### src/rtl/vending_machine_multi.sv
// Multi-item vending controller: coin credit, item select, per-item stock.
// Define CHANGE_RETURN_EN to pay residual credit and cancel refunds as nickels.
module vending_machine_multi #(
    parameter int NUM_ITEMS  = 4,
    parameter int PRICE      = 3,
    parameter int CREDIT_W   = 6,
    parameter int STOCK_INIT = 7,
    parameter int STOCK_W    = 3
) (
    input  logic                         clk,
    input  logic                         rst,
    input  logic                         inN,
    input  logic                         inD,
    input  logic                         inQ,
    input  logic                         sel_valid,
    input  logic [$clog2(NUM_ITEMS)-1:0] sel,
    input  logic                         cancel,
    input  logic                         restock,
    output logic                         out,
    output logic [$clog2(NUM_ITEMS)-1:0] out_item,
    output logic [CREDIT_W-1:0]          credit,
    output logic                         chg_nickel,
    output logic                         coin_rej,
    output logic                         sel_err,
    output logic [NUM_ITEMS-1:0]         empty,
    output logic                         busy
);
    localparam int SEL_W = $clog2(NUM_ITEMS);
    localparam logic [CREDIT_W:0]   CMAX    = {1'b0, {CREDIT_W{1'b1}}};
    localparam logic [CREDIT_W-1:0] PRICE_C = CREDIT_W'(PRICE);
    localparam logic [STOCK_W-1:0]  STOCK_C = STOCK_W'(STOCK_INIT);
    localparam logic [SEL_W:0]      NUM_C   = (SEL_W+1)'(NUM_ITEMS);

    typedef enum logic [1:0] {IDLE, CREDIT, VEND, CHANGE} state_t;

    state_t               state, state_n;
    logic [CREDIT_W-1:0]  credit_n;
    logic [SEL_W-1:0]     out_item_n;
    logic                 out_n, coin_rej_n, sel_err_n;
    logic [STOCK_W-1:0]   stock [NUM_ITEMS];

    logic [3:0]           sum;
    logic                 coin_any, sel_ok, open, accept, do_cancel;
    logic [CREDIT_W:0]    base, total;

    assign sum      = {3'b000, inN} + {2'b00, inD, 1'b0} + (inQ ? 4'd5 : 4'd0);
    assign coin_any = inN | inD | inQ;
    assign sel_ok   = {1'b0, sel} < NUM_C;
    assign open     = (state == IDLE) || (state == CREDIT);
    assign busy     = (state == VEND) || (state == CHANGE);

`ifdef CHANGE_RETURN_EN
    assign do_cancel  = (state == CREDIT) && cancel;
    assign chg_nickel = (state == CHANGE);
`else
    assign do_cancel  = 1'b0;
    assign chg_nickel = 1'b0;
`endif

    // cancel wins over a same-cycle selection
    assign accept = open && !do_cancel && sel_valid && sel_ok &&
                    (stock[sel] != '0) && (credit >= PRICE_C);

    always_comb begin
        for (int i = 0; i < NUM_ITEMS; i++)
            empty[i] = (stock[i] == '0);
    end

    always_comb begin
        state_n    = state;
        credit_n   = credit;
        out_n      = 1'b0;
        out_item_n = out_item;
        coin_rej_n = 1'b0;
        sel_err_n  = 1'b0;
        base       = {1'b0, credit};
        total      = base;
        unique case (state)
            IDLE, CREDIT: begin
                if (do_cancel) begin
                    state_n    = CHANGE;
                    coin_rej_n = coin_any;
                end else begin
                    if (accept)
                        base = {1'b0, credit - PRICE_C};
                    sel_err_n = sel_valid && !accept;
                    total     = base + (CREDIT_W+1)'(sum);
                    // an overflowing coin sum is rejected as a whole
                    if (total > CMAX) begin
                        coin_rej_n = 1'b1;
                        credit_n   = base[CREDIT_W-1:0];
                    end else begin
                        credit_n = total[CREDIT_W-1:0];
                    end
                    if (accept) begin
                        state_n    = VEND;
                        out_n      = 1'b1;
                        out_item_n = sel;
                    end else begin
                        state_n = (credit_n != '0) ? CREDIT : IDLE;
                    end
                end
            end
            VEND: begin
                coin_rej_n = coin_any;
                sel_err_n  = sel_valid;
                if (credit == '0)
                    state_n = IDLE;
                else
`ifdef CHANGE_RETURN_EN
                    state_n = CHANGE;
`else
                    state_n = CREDIT;
`endif
            end
`ifdef CHANGE_RETURN_EN
            CHANGE: begin
                coin_rej_n = coin_any;
                sel_err_n  = sel_valid;
                credit_n   = credit - 1'b1;
                if (credit <= CREDIT_W'(1))
                    state_n = IDLE;
            end
`endif
            default: state_n = IDLE;
        endcase
    end

    always_ff @(posedge clk) begin
        if (!rst) begin
            state    <= IDLE;
            credit   <= '0;
            out      <= 1'b0;
            out_item <= '0;
            coin_rej <= 1'b0;
            sel_err  <= 1'b0;
            for (int i = 0; i < NUM_ITEMS; i++)
                stock[i] <= STOCK_C;
        end else begin
            state    <= state_n;
            credit   <= credit_n;
            out      <= out_n;
            out_item <= out_item_n;
            coin_rej <= coin_rej_n;
            sel_err  <= sel_err_n;
            if (open && restock) begin
                for (int i = 0; i < NUM_ITEMS; i++)
                    stock[i] <= STOCK_C;
            end else if (state == VEND) begin
                stock[out_item] <= stock[out_item] - 1'b1;
            end
        end
    end
endmodule

### config.mk
export PLATFORM = sky130hd
export DESIGN_NAME = vending_machine_multi
export DESIGN_NICKNAME = d
export VERILOG_FILES = /design/src/rtl/vending_machine_multi.sv
export SDC_FILE = /design/constraint.sdc
export NUM_CORES = 1
export LEC_CHECK = 0
export ABC_AREA = 1
export BUFFER_PORTS_ARGS = -buffer_cell sky130_fd_sc_hd__buf_2
export CAP_MARGIN = 20
export CORE_MARGIN = 2
export CORE_UTILIZATION = 55
export DETAILED_ROUTE_END_ITERATION = 12
export PLACE_DENSITY = 0.78
export REMOVE_ABC_BUFFERS = 1
export SYNTH_ARGS = -nofsm -noshare
export SYNTH_HDL_FRONTEND = slang
export SYNTH_SLANG_ARGS = --single-unit
### constraint.sdc
create_clock -name clk -period 7.3 [get_ports clk]
set_input_delay 0.73 -clock clk [delete_from_list [all_inputs] [get_ports clk]]
set_output_delay 0.73 -clock clk [all_outputs]
set_load 0.02 [all_outputs]
# Yosys cells after proc, flatten, opt, wreduce, memory -nomap -nowiden
# Memories as Yosys holds them, arrays and structs flattened. A register that Yosys moved wholly into a read port is not among the register bits.
# Index checks and enable logic that the tools add are counted.
# Widths: inputs -> output; s select.
# classes
reduce_logical	20
bitwise_logic	6
mux	30
n_lt_le_gt_ge	2
eq_ne	3
n_addsub	5
# op_table
op	n
$mux 3	6
$mux 6	3
$mux 1	13
$logic_not 3->1	4
$mux 2	4
$add 7x4->7	1
$gt 7x6->1 const B	1
$mux 7	1
$ge 6x2->1 const B	1
$logic_not 6->1	1
$or 1x1->1	6
$reduce_bool 6->1	1
$sub 6x2->6 const B	1
$logic_and 1x1->1	5
$add 3x3->4	1
$eq 2x2->1 const B	2
$pmux 1 s2	2
$pmux 2 s2	1
$reduce_and 2->1	2
$add 1x2->3	1
$reduce_bool 3->1	1
$reduce_or 3->1	1
$sub 3x1->3 const B	1
$eq 2x1->1 const B	1
4 further kinds	5
# word_totals
wordCells	73
output_inout_bits	17
ram_bits	12
in_bits	10
mem_count	1
reg_bits	13
# memory_table
memory	words	word_bits	read_ports	rd_clocked_by_memory_dff	write_ports	line_no	rtl
stock	4	3	6	1	4	40	logic [STOCK_W-1:0] stock [NUM_ITEMS];

# Logic depth before layout (Yosys ltp)
# logic_depth
ltp_word	15
ltp_mapped	22
ltp_nobuf	22

# Worst setup path before layout
# No wires, ideal clock.
# synth_path
path_type	input to register
startpoint	in sel_valid
endpoint	reg state[0]
required_time_ns	7.188
n_path_buf	0
setup_ns	0.112
arrival_time_ns	3.117
slack_ns	4.071
stages	17
path_cell_list	inv_1 nor2_1 nand4_4 xor2_1 inv_1 fa_1 fa_1 o21ai_0 inv_1 nor2_8 nand3_4 nand2_1 nand2_1 nor2_1 nand3_1 nand2_1 nand2_1
# synth_between
elab_chain_len	13
# synth_lines
element	line_no	rtl
from (decl)	15	input logic sel_valid,
$logic_and 1x1->1 (*) (2 in series)	61	assign accept = open && !do_cancel && sel_valid && sel_ok &&
$logic_and 1x1->1 (*)	62	(stock[sel] != '0) && (credit >= PRICE_C);
$mux 6	84	if (accept)
$mux 7	78	unique case (state)
$add 7x4->7	87	total = base + (CREDIT_W+1)'(sum);
$gt 7x6->1	89	if (total > CMAX) begin
$mux 6	89	
$mux 6	78	
$reduce_bool 6->1	100	state_n = (credit_n != '0) ? CREDIT : IDLE;
$mux 1	100	
$mux 2 (*)	95	if (accept) begin
$pmux 2 s2 (*)	78	
to (signal assigned)	140	state <= state_n;
to (decl)	36	state_t state, state_n;
# Mark *: on every way between the ends. The rest lies on a longest branch, timed or not. The select of a mux whose other input is x is not followed.
# A chain may end at the register's enable or synchronous reset.

# Worst setup path after layout
# layout_path
startpoint	reg credit[0]
endpoint	reg state[0]
# layout_between
elab_chain_len	12
elab_cells_between_ends	15
classes_between	add/sub: 2; order compare: 2; mux: 8; reduce/logical: 3
# layout_lines
element	line_no	rtl
from (decl)	21	output logic [CREDIT_W-1:0] credit,
from (signal assigned)	141	credit <= credit_n;
$ge 6x2->1	62	
$logic_and 1x1->1	62	
$mux 6	84	
$mux 7	78	
$add 7x4->7	87	
$gt 7x6->1	89	
$mux 6	89	
$mux 6	78	
$reduce_bool 6->1	100	
$mux 1	100	
$mux 2	95	
$pmux 2 s2 (*)	78	
# Marked as above.

==> impl_metrics.yaml <==
place:
  place_congestion: 0.844
  placed_cells: 308
  portBuffers: 24
  hpwl_mm: 2.95
pwr:
  peakVddDrop_v: 0.000244
  p_total_mw: 0.722
  p_leak_nw: 0.989
  powerDensity_mw_per_mm2: 373
timing:
  tns_ns: 0
  maxSlewHeadroom: 0.663
  setup_viol: 0
  tightest_slew_ns: 0.501
  period_share: 0.480
  rsz0062_at_grt: "no"
  fin_skew_ns: 0.00819
  fin_crit_ns: 3.50
  report.final.hold_viol_count: 0
  fmax_mhz: 285
  maxSlewViolCount: 0
critical_path:
  cp_data_arrival_time_ns: 3.75
  worstSetupPathType: "reg -> reg"
  critical_path.max_fanout: 10
  cp-start-kind: "register"
  cp-startpoint: "credit[0]"
  r2r-start: "credit[0]"
  cpPeakStageDelay_ns: 0.42
  rrSetupSlack_ns: 3.80
  required_ns: 7.55
  crit_chain: "ha_1 -> nor2_2 -> nand2_4 -> nand4_4 -> xor2_1 -> inv_1 -> fa_1 -> fa_1 -> o21ai_0 -> inv_1 -> nor2_8 -> nand3_4 -> nand2_1 -> nand2_1 -> nor2_1 -> nand3_1 -> nand2_1 -> nand2_1"
  critical-path-slowest-cell: "fa_1"
  rr_worst_depth: 18
  worstSetupEndpointType: "register"
  reg2reg_to: "state[0]"
  crit_top_cell: "nand2_1"
floorplanning:
  die_h_um: 60.5
  start_util: 0.575
  coreArea_mm2: 0.00305
  die_w_um: 60.5
  fp-row-count: 20
  io_pins: 27
  die_area_mm2: 0.00366
grt:
  grt_max_degree: 16
  grt_overflow_total: 0
  antenna_found_initial: 0
  grt_use_total: 0.222
  grt_pass1_wl_mm: 6.01
  grt_pass1_vias: 1374
status:
  status: "complete, no violations"
routing:
  viasPerCell: 4.91
  drtIter0Drc: 42
  wl_per_cell_um: 11.5
  vias: 1532
  drc_errors: 0
  wirelength_mm: 3.60
  dr.pass1.iters: 4
  final_antenna_net_count: 0
yosys:
  synth_top_area_share: 0.205
  synth_seq_cells: 27
  ys_top_cells_by_count: "68 x nand2_1, 41 x inv_1, 18 x nor2_1"
  synth_cell_type_count: 34
  synth_area_leaders: "edfxtp_1 21%, dfxtp_1 17%, nand2_1 15%, inv_1 8.8%, o21ai_0 4.0%"
  ys_seq_area_frac: 0.376
  yosysMostFrequentCell: "nand2_1"
  postSynthCellCount: 244
  synth_edf_count: 12
  yosys.area.top_type: "edfxtp_1"
  syn_area_per_cell_um2: 7.19
  yosysWarnings: 0
  yosys_most_used_dff: "dfxtp_1"
  synthesis.area_mm2: 0.00176
  postSynth.asyncResetShare: 0
min_path:
  holdPathStages: 1
  worstHoldStart: "state[0]"
  min_path_type: "reg -> reg"
  hold_end: "sel_err"
finish:
  fin_nets: 286
  final_layout_size_suffix_gt1_frac: 0.160
  fin_cells: 312
  synthToLayoutAreaGrowth_pct: 10.4
  antenna-diode-count: 0
clock_tree:
  clk_path_buf_depth: 2
  h-tree-depth: 1
  root_buffer: "clkbuf_4"
  cts_resized: 0
  clk_pin_slew_ns: 0.15
  clk-insertion-delay-late_ns: 0.32
  cts_sinks: 27
  hold_buffers: 0
  cts_buffers: 3
  cts_tree: "yes"
  post-cts-setup-buffer-count: 0
job:
  drv_cap: 0
where the power goes:
| group | internal [mW] | total [mW] | leakage (nW) | switching (mW) |
|---|---|---|---|---|
| Combinational | 0.144 | 0.433 | 0.759 | 0.289 |
| Clock | 0.0205 | 0.0660 | 0.0177 | 0.0455 |
| Sequential | 0.188 | 0.223 | 0.212 | 0.0357 |
critical path, delay by kind of cell, from the launching register on:
kind | cells | cell delay [ns]
xor gates and xnor gates | 1 | 0.22
AOI/OAI and AO/OA | 1 | 0.30
adders and majority gates | 3 | 1.09
and+or+nand+nor | 11 | 1.17
DFF | 1 | 0.39
buffers and inverters | 2 | 0.25
how the worst max path moves through the flow:
stage / end / slack [ns] / cells after the start
after CTS: state[0] / 3.78 / 18
after detailed placement: state[0] / 3.51 / 19
after global placement: state[0] / 3.54 / 19
final: state[0] / 3.80 / 18
after floorplan: state[0] / 4.07 / 17
after global routing: state[0] / 3.52 / 18
cells in the final DEF, fill, tap and decap left out, types with 3 or more instances in the layout:
cell type,synthesis,layout
a21oi_1,13,13
buf_2,1,24
clkbuf_4,0,3
dfxtp_1,15,15
edfxtp_1,12,12
ha_1,5,5
inv_1,41,41
inv_2,5,5
nand2_1,68,68
nand3_1,13,13
nand4_1,5,5
nor2_1,18,18
nor3_1,6,6
o21ai_0,14,14
xor2_1,4,4
cells by family after synthesis:
logic type	Yosys count	synth area share
XOR/XNOR	5	0.0249
other	1	0.00214
flip-flops	27	0.376
buffers and inverters	51	0.112
AND/OR/NAND/NOR	121	0.327
adder cells (fa/ha/maj)	7	0.0584
AO/OA/AOI/OAI	32	0.0991
metrics by stage:
stage          hold slack (ns)  setup WS [ns]  utilization  area [um^2]
6_report                 0.486           3.80        0.635         1940
3_5_place_dp             0.461           3.51        0.626         1910
2_1_floorplan            0.427           4.07            -         1740
3_3_place_gp             0.461           3.54        0.626         1910
5_1_grt                  0.535           3.52        0.635         1940
4_1_cts                  0.481           3.78        0.635         1940
state kept, by name (all words and copies together), names as in the netlist, named ones only:
name      flops
coin_rej      1
credit        6
out           1
out_item      2
sel_err       1
state         2
stock        12
final cells by class:
type	instances	area (um^2)
Timing Repair Buffer	24	120
Clock buffer	3	22.5
Tap cell	44	55.1
Sequential cell	27	661
Inverter	47	176
Fill cell	301	1110
Clock inverter	1	5.00
Multi-Input combinational cell	166	898
layer usage:
metal | up-vias | share of wire | GRT usage
met5 | - | 0 | 0
met3 | 2 | 0.038 | 0.0256
li1 | 820 | - | -
met4 | 0 | 0.0028 | 0.0466
met2 | 31 | 0.52 | 0.418
met1 | 679 | 0.44 | 0.274
(Power assumes the default switching activity.)
